**config.mk**
```make
export PLATFORM = sky130hd
export DESIGN_NAME = disp_out
export DESIGN_NICKNAME = d
export VERILOG_FILES = /design/src/rtl/disp_pkg.sv /design/src/rtl/bin2bcd16.sv /design/src/rtl/disp_out.sv
export SDC_FILE = /design/constraint.sdc
export NUM_CORES = 1
export LEC_CHECK = 0
export ABC_AREA = 1
export CORE_UTILIZATION = 57
export DETAILED_ROUTE_END_ITERATION = 10
export PLACE_DENSITY = 0.8
export SLEW_MARGIN = 20
export SYNTH_ARGS = -nofsm -noshare
export SYNTH_HDL_FRONTEND = slang
export SYNTH_HIERARCHICAL = 1
export SYNTH_SLANG_ARGS = --single-unit
```
**constraint.sdc**
```tcl
create_clock -name IN_clk -period 2.1 [get_ports IN_clk]
set_input_delay 0.315 -clock IN_clk [delete_from_list [all_inputs] [get_ports IN_clk]]
set_output_delay 0.315 -clock IN_clk [all_outputs]
set_load 0.02 [all_outputs]
```
**src/rtl/disp_pkg.sv**
```systemverilog
// rtl/disp_pkg.sv - shared constants for the calculator display back-end
package disp_pkg;

    localparam logic [1:0] S0 = 2'd0;
    localparam logic [1:0] S1 = 2'd1;
    localparam logic [1:0] S2 = 2'd2;
    localparam logic [1:0] S3 = 2'd3;

    localparam int FINISH   = 7;
    localparam int STATE_HI = 6;
    localparam int STATE_LO = 5;
    localparam int NDIG     = 5;

    localparam logic [7:0] SEG_0     = 8'hC0;
    localparam logic [7:0] SEG_1     = 8'hF9;
    localparam logic [7:0] SEG_2     = 8'hA4;
    localparam logic [7:0] SEG_3     = 8'hB0;
    localparam logic [7:0] SEG_4     = 8'h99;
    localparam logic [7:0] SEG_5     = 8'h92;
    localparam logic [7:0] SEG_6     = 8'h82;
    localparam logic [7:0] SEG_7     = 8'hF8;
    localparam logic [7:0] SEG_8     = 8'h80;
    localparam logic [7:0] SEG_9     = 8'h90;
    localparam logic [7:0] SEG_BLANK = 8'hFF;

    function automatic logic [7:0] seg_code(input logic [3:0] d);
        case (d)
            4'd0:    seg_code = SEG_0;
            4'd1:    seg_code = SEG_1;
            4'd2:    seg_code = SEG_2;
            4'd3:    seg_code = SEG_3;
            4'd4:    seg_code = SEG_4;
            4'd5:    seg_code = SEG_5;
            4'd6:    seg_code = SEG_6;
            4'd7:    seg_code = SEG_7;
            4'd8:    seg_code = SEG_8;
            4'd9:    seg_code = SEG_9;
            default: seg_code = SEG_BLANK;
        endcase
    endfunction

endpackage

```
**src/rtl/bin2bcd16.sv**
```systemverilog
// rtl/bin2bcd16.sv - sequential 16-bit double-dabble converter, one bit per cycle
module bin2bcd16 (
    input  logic        clk,
    input  logic        reset,
    input  logic        start,
    input  logic [15:0] bin,
    output logic        busy,
    output logic        done,
    output logic [19:0] bcd
);

    logic [15:0] sh;
    logic [19:0] acc;
    logic [19:0] adj;
    logic [3:0]  cnt;

    always_comb begin
        adj = acc;
        for (int i = 0; i < 5; i++) begin
            if (acc[4*i +: 4] >= 4'd5)
                adj[4*i +: 4] = acc[4*i +: 4] + 4'd3;
        end
    end

    // bcd is the post-iteration value, so it is complete in the same cycle done is high
    assign bcd  = {adj[18:0], sh[15]};
    assign done = busy && (cnt == 4'd15);

    always_ff @(posedge clk or negedge reset) begin
        if (!reset) begin
            busy <= 1'b0;
            sh   <= '0;
            acc  <= '0;
            cnt  <= '0;
        end else if (busy) begin
            acc <= bcd;
            sh  <= {sh[14:0], 1'b0};
            cnt <= cnt + 4'd1;
            if (cnt == 4'd15)
                busy <= 1'b0;
        end else if (start) begin
            busy <= 1'b1;
            sh   <= bin;
            acc  <= '0;
            cnt  <= '0;
        end
    end

endmodule

```
**src/rtl/disp_out.sv**
```systemverilog
// rtl/disp_out.sv - value select, BCD conversion and multiplexed 7-segment drive
module disp_out
    import disp_pkg::*;
#(
    parameter int SCAN_DIV = 50000
) (
    input  logic        IN_clk,
    input  logic        IN_reset,
    input  logic        IN_valid,
    input  logic [7:0]  IN_SRCH,
    input  logic [7:0]  IN_SRCL,
    input  logic [7:0]  IN_DSTH,
    input  logic [7:0]  IN_DSTL,
    input  logic [7:0]  IN_ctrl,
    input  logic [15:0] IN_RES,
    output logic [7:0]  OUT_seg,
    output logic [4:0]  OUT_dig,
    output logic        OUT_busy
);

    localparam int PW = (SCAN_DIV > 2) ? $clog2(SCAN_DIV) : 1;

    logic [15:0]               sel_val;
    logic [15:0]               last_val;
    logic                      sel_dp;
    logic                      conv_dp;
    logic                      disp_dp;
    logic [NDIG-1:0][3:0]      bank;
    logic [19:0]               bcd;
    logic                      done;
    logic                      start;
    logic [PW-1:0]             presc;
    logic [2:0]                idx;
    logic [NDIG-1:0]           nz;
    logic                      any;
    logic [7:0]                seg;
    logic                      unused_ctrl;

    assign unused_ctrl = ^IN_ctrl[4:0];

    always_ff @(posedge IN_clk or negedge IN_reset) begin
        if (!IN_reset) begin
            sel_val <= '0;
            sel_dp  <= 1'b0;
        end else if (IN_valid) begin
            case (IN_ctrl[STATE_HI:STATE_LO])
                S0: begin sel_val <= '0;                 sel_dp <= 1'b0; end
                S1: begin sel_val <= {IN_SRCH, IN_SRCL}; sel_dp <= 1'b0; end
                S2: begin
                    if (IN_ctrl[FINISH]) begin
                        sel_val <= IN_RES;
                        sel_dp  <= 1'b1;
                    end else begin
                        sel_val <= {IN_SRCH, IN_SRCL};
                        sel_dp  <= 1'b0;
                    end
                end
                default: begin sel_val <= {IN_DSTH, IN_DSTL}; sel_dp <= 1'b0; end
            endcase
        end
    end

    // A change seen mid-conversion is picked up once the converter goes idle
    assign start = !OUT_busy && (sel_val != last_val);

    bin2bcd16 u_conv (
        .clk   (IN_clk),
        .reset (IN_reset),
        .start (start),
        .bin   (sel_val),
        .busy  (OUT_busy),
        .done  (done),
        .bcd   (bcd)
    );

    always_ff @(posedge IN_clk or negedge IN_reset) begin
        if (!IN_reset) begin
            last_val <= '0;
            conv_dp  <= 1'b0;
            disp_dp  <= 1'b0;
            bank     <= '0;
        end else begin
            if (start) begin
                last_val <= sel_val;
                conv_dp  <= sel_dp;
            end
            if (done) begin
                bank    <= bcd;
                disp_dp <= conv_dp;
            end
        end
    end

    always_ff @(posedge IN_clk or negedge IN_reset) begin
        if (!IN_reset) begin
            presc <= '0;
            idx   <= '0;
        end else if (presc == PW'(SCAN_DIV - 1)) begin
            presc <= '0;
            idx   <= (idx == 3'(NDIG - 1)) ? 3'd0 : idx + 3'd1;
        end else begin
            presc <= presc + PW'(1);
        end
    end

    // nz[i]: digit i or some higher digit is non-zero
    always_comb begin
        any = 1'b0;
        nz  = '0;
        for (int i = NDIG - 1; i >= 0; i--) begin
            any   = any | (bank[i] != 4'd0);
            nz[i] = any;
        end
    end

    always_comb begin
        if (idx != 3'd0 && !nz[idx])
            seg = SEG_BLANK;
        else
            seg = seg_code(bank[idx]);
        if (idx == 3'd0 && disp_dp)
            seg[7] = 1'b0;
    end

    always_ff @(posedge IN_clk or negedge IN_reset) begin
        if (!IN_reset) begin
            OUT_seg <= SEG_BLANK;
            OUT_dig <= 5'h1F;
        end else begin
            OUT_seg <= seg;
            OUT_dig <= ~(5'd1 << idx);
        end
    end

endmodule

```
======== After elaboration in Yosys (flattened, before gate mapping) ========
Memory sizes are Yosys's and may differ from the RTL's.
Index checks and enable logic that the tools add are counted.
word-level totals
  bits in registers ....................... 128
  bits in latches ......................... 0
  memory bits (writable) .................. 0
  bits in read-only memories .............. 112
  input port bits ......................... 59
  output and inout port bits .............. 14
  word-level logic and storage cells ...... 86
  memories ................................ 1
operators by class
  $add $sub $neg .......................... 8
  multiply operators ...................... 0
  div/mod/pow operators ................... 0
  $lt $le $gt $ge ......................... 6
  equal/unequal tests ..................... 6
  shifts and indexed selects .............. 1
  mux-type cells .......................... 26
  bitwise gates (word level) .............. 5
  reduce and logical (&&, ||, !) cells .... 15
memory list
  memory           depth  bits a word  rd ports  clocked after memory_dff  wr ports  line            RTL
  (no name shown)  16     7            1         0                         0         disp_pkg.sv:27  case (d)
operator list
  operator                 count
  $mux W16                 4
  $pmux W16 S3             1
  $mux W20                 2
  $mux W4                  7
  $ge A4 B3 Y1 const B     5
  $reduce_bool A4 Y1       5
  $add A16 B1 Y16 const B  1
  $add A4 B2 Y4 const B    4
  $eq A16 B16 Y1 const B   1
  $ne A16 B16 Y1           1
  $bmux W4 S3              1
  $mux W8                  1
  $mux W1                  7
  $mux W3                  2
  $not A5 Y5               1
  $shl A1 B3 Y5 const A    1
  $add A4 B1 Y4 const B    1
  $eq A4 B4 Y1 const B     1
  $logic_and A1 B1 Y1      4
  $lt A3 B4 Y1 const B     1
  $or A1 B1 Y1             4
  $add A3 B1 Y3 const B    1
  $add A3 B2 Y3 const B    1
  $bmux W1 S3              1
  8 further kinds          9

======== Longest topological paths before layout ========
  word-level depth ........................ 11
  depth in mapped cells ................... 15
  mapped depth without buffers ............ 14

======== Modules after synthesis ========
The synthesis kept the hierarchy.
by module, submodules not included
  module     times used  cells each  area an instance (sq um)  seq. area each (sq um)
  disp_out   1           592         4631.9                    2193.4
  bin2bcd16  1           291         2323.5                    1026.0

======== Least setup slack after synthesis ========
Ideal clock, no wire load.
  path kind ............................... reg-to-reg
  from .................................... register u_conv.busy
  to ...................................... register bank[10] (netlist bit)
  setup time .............................. 125 ps
  arrival ................................. 1736 ps
  data required time ...................... 1975 ps
  setup slack ............................. 239 ps
  stages on the path, launching flop included .. 6
  buffers on the path ..................... 2
  period minus slack after synthesis ...... 1861 ps
  path through ............................ dfrtp_1 > buf_6 > nand2_1 > nor3_1 > clkbuf_1 > mux2_2
on the way
  longest elaborated chain between the ends .. 1
RTL lines
  item                    line             RTL
  start, declared         bin2bcd16.sv:7   output logic busy,
  start signal, assigned  bin2bcd16.sv:31  busy <= 1'b0;
  start signal, assigned  bin2bcd16.sv:40  busy <= 1'b0;
  start signal, assigned  bin2bcd16.sv:42  busy <= 1'b1;
  $logic_and A1 B1 Y1     bin2bcd16.sv:27  assign done = busy && (cnt == 4'd15);
  net done                disp_out.sv:30   logic done;
  end signal, assigned    disp_out.sv:81   bank <= '0;
  end signal, assigned    disp_out.sv:88   bank <= bcd;
  end, declared           disp_out.sv:28   logic [NDIG-1:0][3:0] bank;
The timed path passes the listed nets, and every way through them passes these cells.
A chain may end at the register's enable or synchronous reset.

======== Final worst setup path ========
  from .................................... register u_conv.busy
  to ...................................... output OUT_busy
RTL lines
  item           line            RTL
  end, declared  disp_out.sv:18  output logic OUT_busy
No word-level cell between the ends.

==> reports/metrics.yaml <==
global_routing:
  grt-ovfl-total: 0
  grt_max_degree: 51
  grt_pass1_vias: 6160
  grt_pass1_wl_um: 27300
  antenna_found_initial: 0
  grt_use_total: 0.272
sta:
  grt_setup_unrepaired: "no"
  final-hold-violation-count: 0
  post-route-min-period_ps: 1930
  worst_clock_skew_ps: 5.86
  fin_crit_sh: 0.919
  clock.fmax_mhz: 518
  worstMarginPinSlew_ps: 525
  slew_violations: 0
  slew_headroom: 0.647
  holdWs_ps: 411
  fin_setup_tns_ps: 0
  finalSetupViolations: 0
pwr:
  p_leak_nw: 4.27
  ir_drop_mv: 0.817
  power_mw: 11.4
  powerDensity_nw_per_um2: 1340
synth:
  synth_top_area_frac: 0.414
  syn_nets: 964
  syn_area_um2: 6960
  avgSynthCellArea_um2: 7.88
  yosysTopAreaCell: "dfrtp_1"
  synth_warnings: 6
  synth_cells: 883
  ys_seq_area_frac: 0.463
  ys_seq_elements: 128
  synth.distinct_cells: 46
  ys.flop_type: "dfrtp_1"
  synthTopCellsByCount: "277 x nand2_1, 115 x dfrtp_1, 95 x inv_1"
  synth-edff-count: 0
  synthTopCellsByArea: "dfrtp_1 41%, nand2_1 15%, nand3_1 5.8%, inv_1 5.1%, dfstp_2 4.9%"
  synthArstFlopShare: 1.00
  synth.most_common_cell: "nand2_1"
clock_tree:
  cts_made_buffers: 17
  cts_tree: "yes"
  cts_max_level: 4
  cts_root_buffer: "clkbuf_16"
  clk_pin_slew_ps: 50
  cts.sinks: 128
  post_cts_buffers: 0
  cts_buffer_depth: 2
  clk_latency_ps: 420
worst_setup_path:
  crit_path_start_kind: "register"
  critPathTopFamily: "buffers and inverters"
  critical_path_class: "register to output pin"
  cp_num_buf_inv: 1
  crit_slowest_cell: "clkdlybuf4s50_1"
  reg2reg_depth: 8
  slowest_delay_ps: 670
  end_kind: "output pin"
  cp.depth: 1
  crit_chain: "clkdlybuf4s50_1"
  critical_path_required_ps: 1780
  path_max_fanout: 8
  worst_ep_arrival_time_ps: 1610
floorplan:
  start_util: 0.596
  die_w_um: 112
  die-area_um2: 12600
  io_pins: 73
  core-area_um2: 11700
  die_h_um: 112
  num_rows: 39
final_layout:
  syn2layout_area_growth_pct: 22.4
  final_nets: 1048
  multi_input_area_um2: 3170
  seqCellArea_um2: 3220
  fin_area_um2: 8510
  n_antenna_cell: 0
  layout-drive-gt1-share: 0.111
  nFillCells: 912
drt:
  postRouteAntennaNets: 0
  routed-via-count: 6072
  drc_errors: 0
  route.detailed.vias_per_inst: 5.41
  first_pass_iters: 5
  wl_um: 15800
  drt-initial-drc-count: 380
  wire_per_inst_um: 14.0
placed_design:
  io_buffers: 67
  place.gp.congestion: 0.845
  place_hpwl_um: 11000
  place_area_um2: 7840
hold_path:
  hp-class: "primary input to async pin"
outcome:
  status: "finished, final reports clean"
job:
  cap_viol_max_count: 0
[path summary, 6_finish.rpt]
check / from / to / slack [ps]
worst max-delay path: u_conv/busy / OUT_busy / 170
worst min-delay path: IN_reset / presc[11] / 410
worst max register to register: idx[1] / OUT_seg[0] / 210
worst min register to register: disp_dp / OUT_seg[7] / 460
max in group asynchronous: IN_reset / bank[15] / 1040
min in group IN_clk: disp_dp / OUT_seg[7] / 460
[layer usage]
layer,track usage,wire [um]
met3,0.0610,650
met1,0.305,6430
met2,0.506,8450
met5,0,0
met4,0.0960,225
[sequential cells by signal (all words and copies together) (netlist names)]
name	count
OUT_dig	5
idx	3
presc	16
u_conv/cnt	4
bank	20
u_conv/sh	16
last_val	16
u_conv/acc	20
OUT_seg	8
sel_dp	1
conv_dp	1
u_conv/busy	1
sel_val	16
disp_dp	1
[metrics by stage]
stage	utilization	std cells	setup slack [ps]
5_1_grt	0.730	1123	61.7
2_1_floorplan	-	883	239
3_5_place_dp	0.672	1090	198
3_3_place_gp	0.672	1090	221
4_1_cts	0.730	1123	150
6_report	0.730	1123	170
[what timing repair did]
item / in CTS / in global routing
setup endpoints to repair: 0 / 2
hold buffers: 1 / 0
hold endpoints to repair: 35 / 0
gates resized for setup: 0 / 1
[area by class of cell]
| type | count | share of cell area |
|---|---|---|
| tap | 143 | 0.0210 |
| inverter | 109 | 0.0484 |
| clock inverter | 10 | 0.0212 |
| timing repair buffer | 90 | 0.102 |
| sequential | 128 | 0.378 |
| clock buffer | 22 | 0.0569 |
| multi-input combinational | 621 | 0.372 |
[kinds of logic after synthesis]
group                      count (synthesis)  synth area share
buffers and inverters                    134            0.0824
adders and majority gates                 22            0.0396
AOI/OAI and AO/OA                         99            0.0845
xor gates and xnor gates                  11            0.0139
muxes                                     12            0.0194
DFF                                      128             0.463
and+or+nand+nor                          477             0.297
[power breakdown]
group / internal (mW) / switching, mW
logic: 1.67 / 2.48
clock network: 2.22 / 1.04
registers: 3.35 / 0.620
[cell usage in the layout, fill, tap and decap left out, drive strengths merged, types with 8 or more instances in the layout]
cell type      instances
a31oi                  9
dfrtp                115
a21oi                 18
and2                  10
buf                   23
nand4                 15
o21ai                 45
dfstp                 13
a22oi                 11
nor2                  69
ha                    22
clkdlybuf4s50         66
inv                  107
nand3                 83
xor2                   8
nand2                284
clkbuf                22
nor3                   9
mux2                  12
No activity file was read; power rests on OpenSTA's default activity.
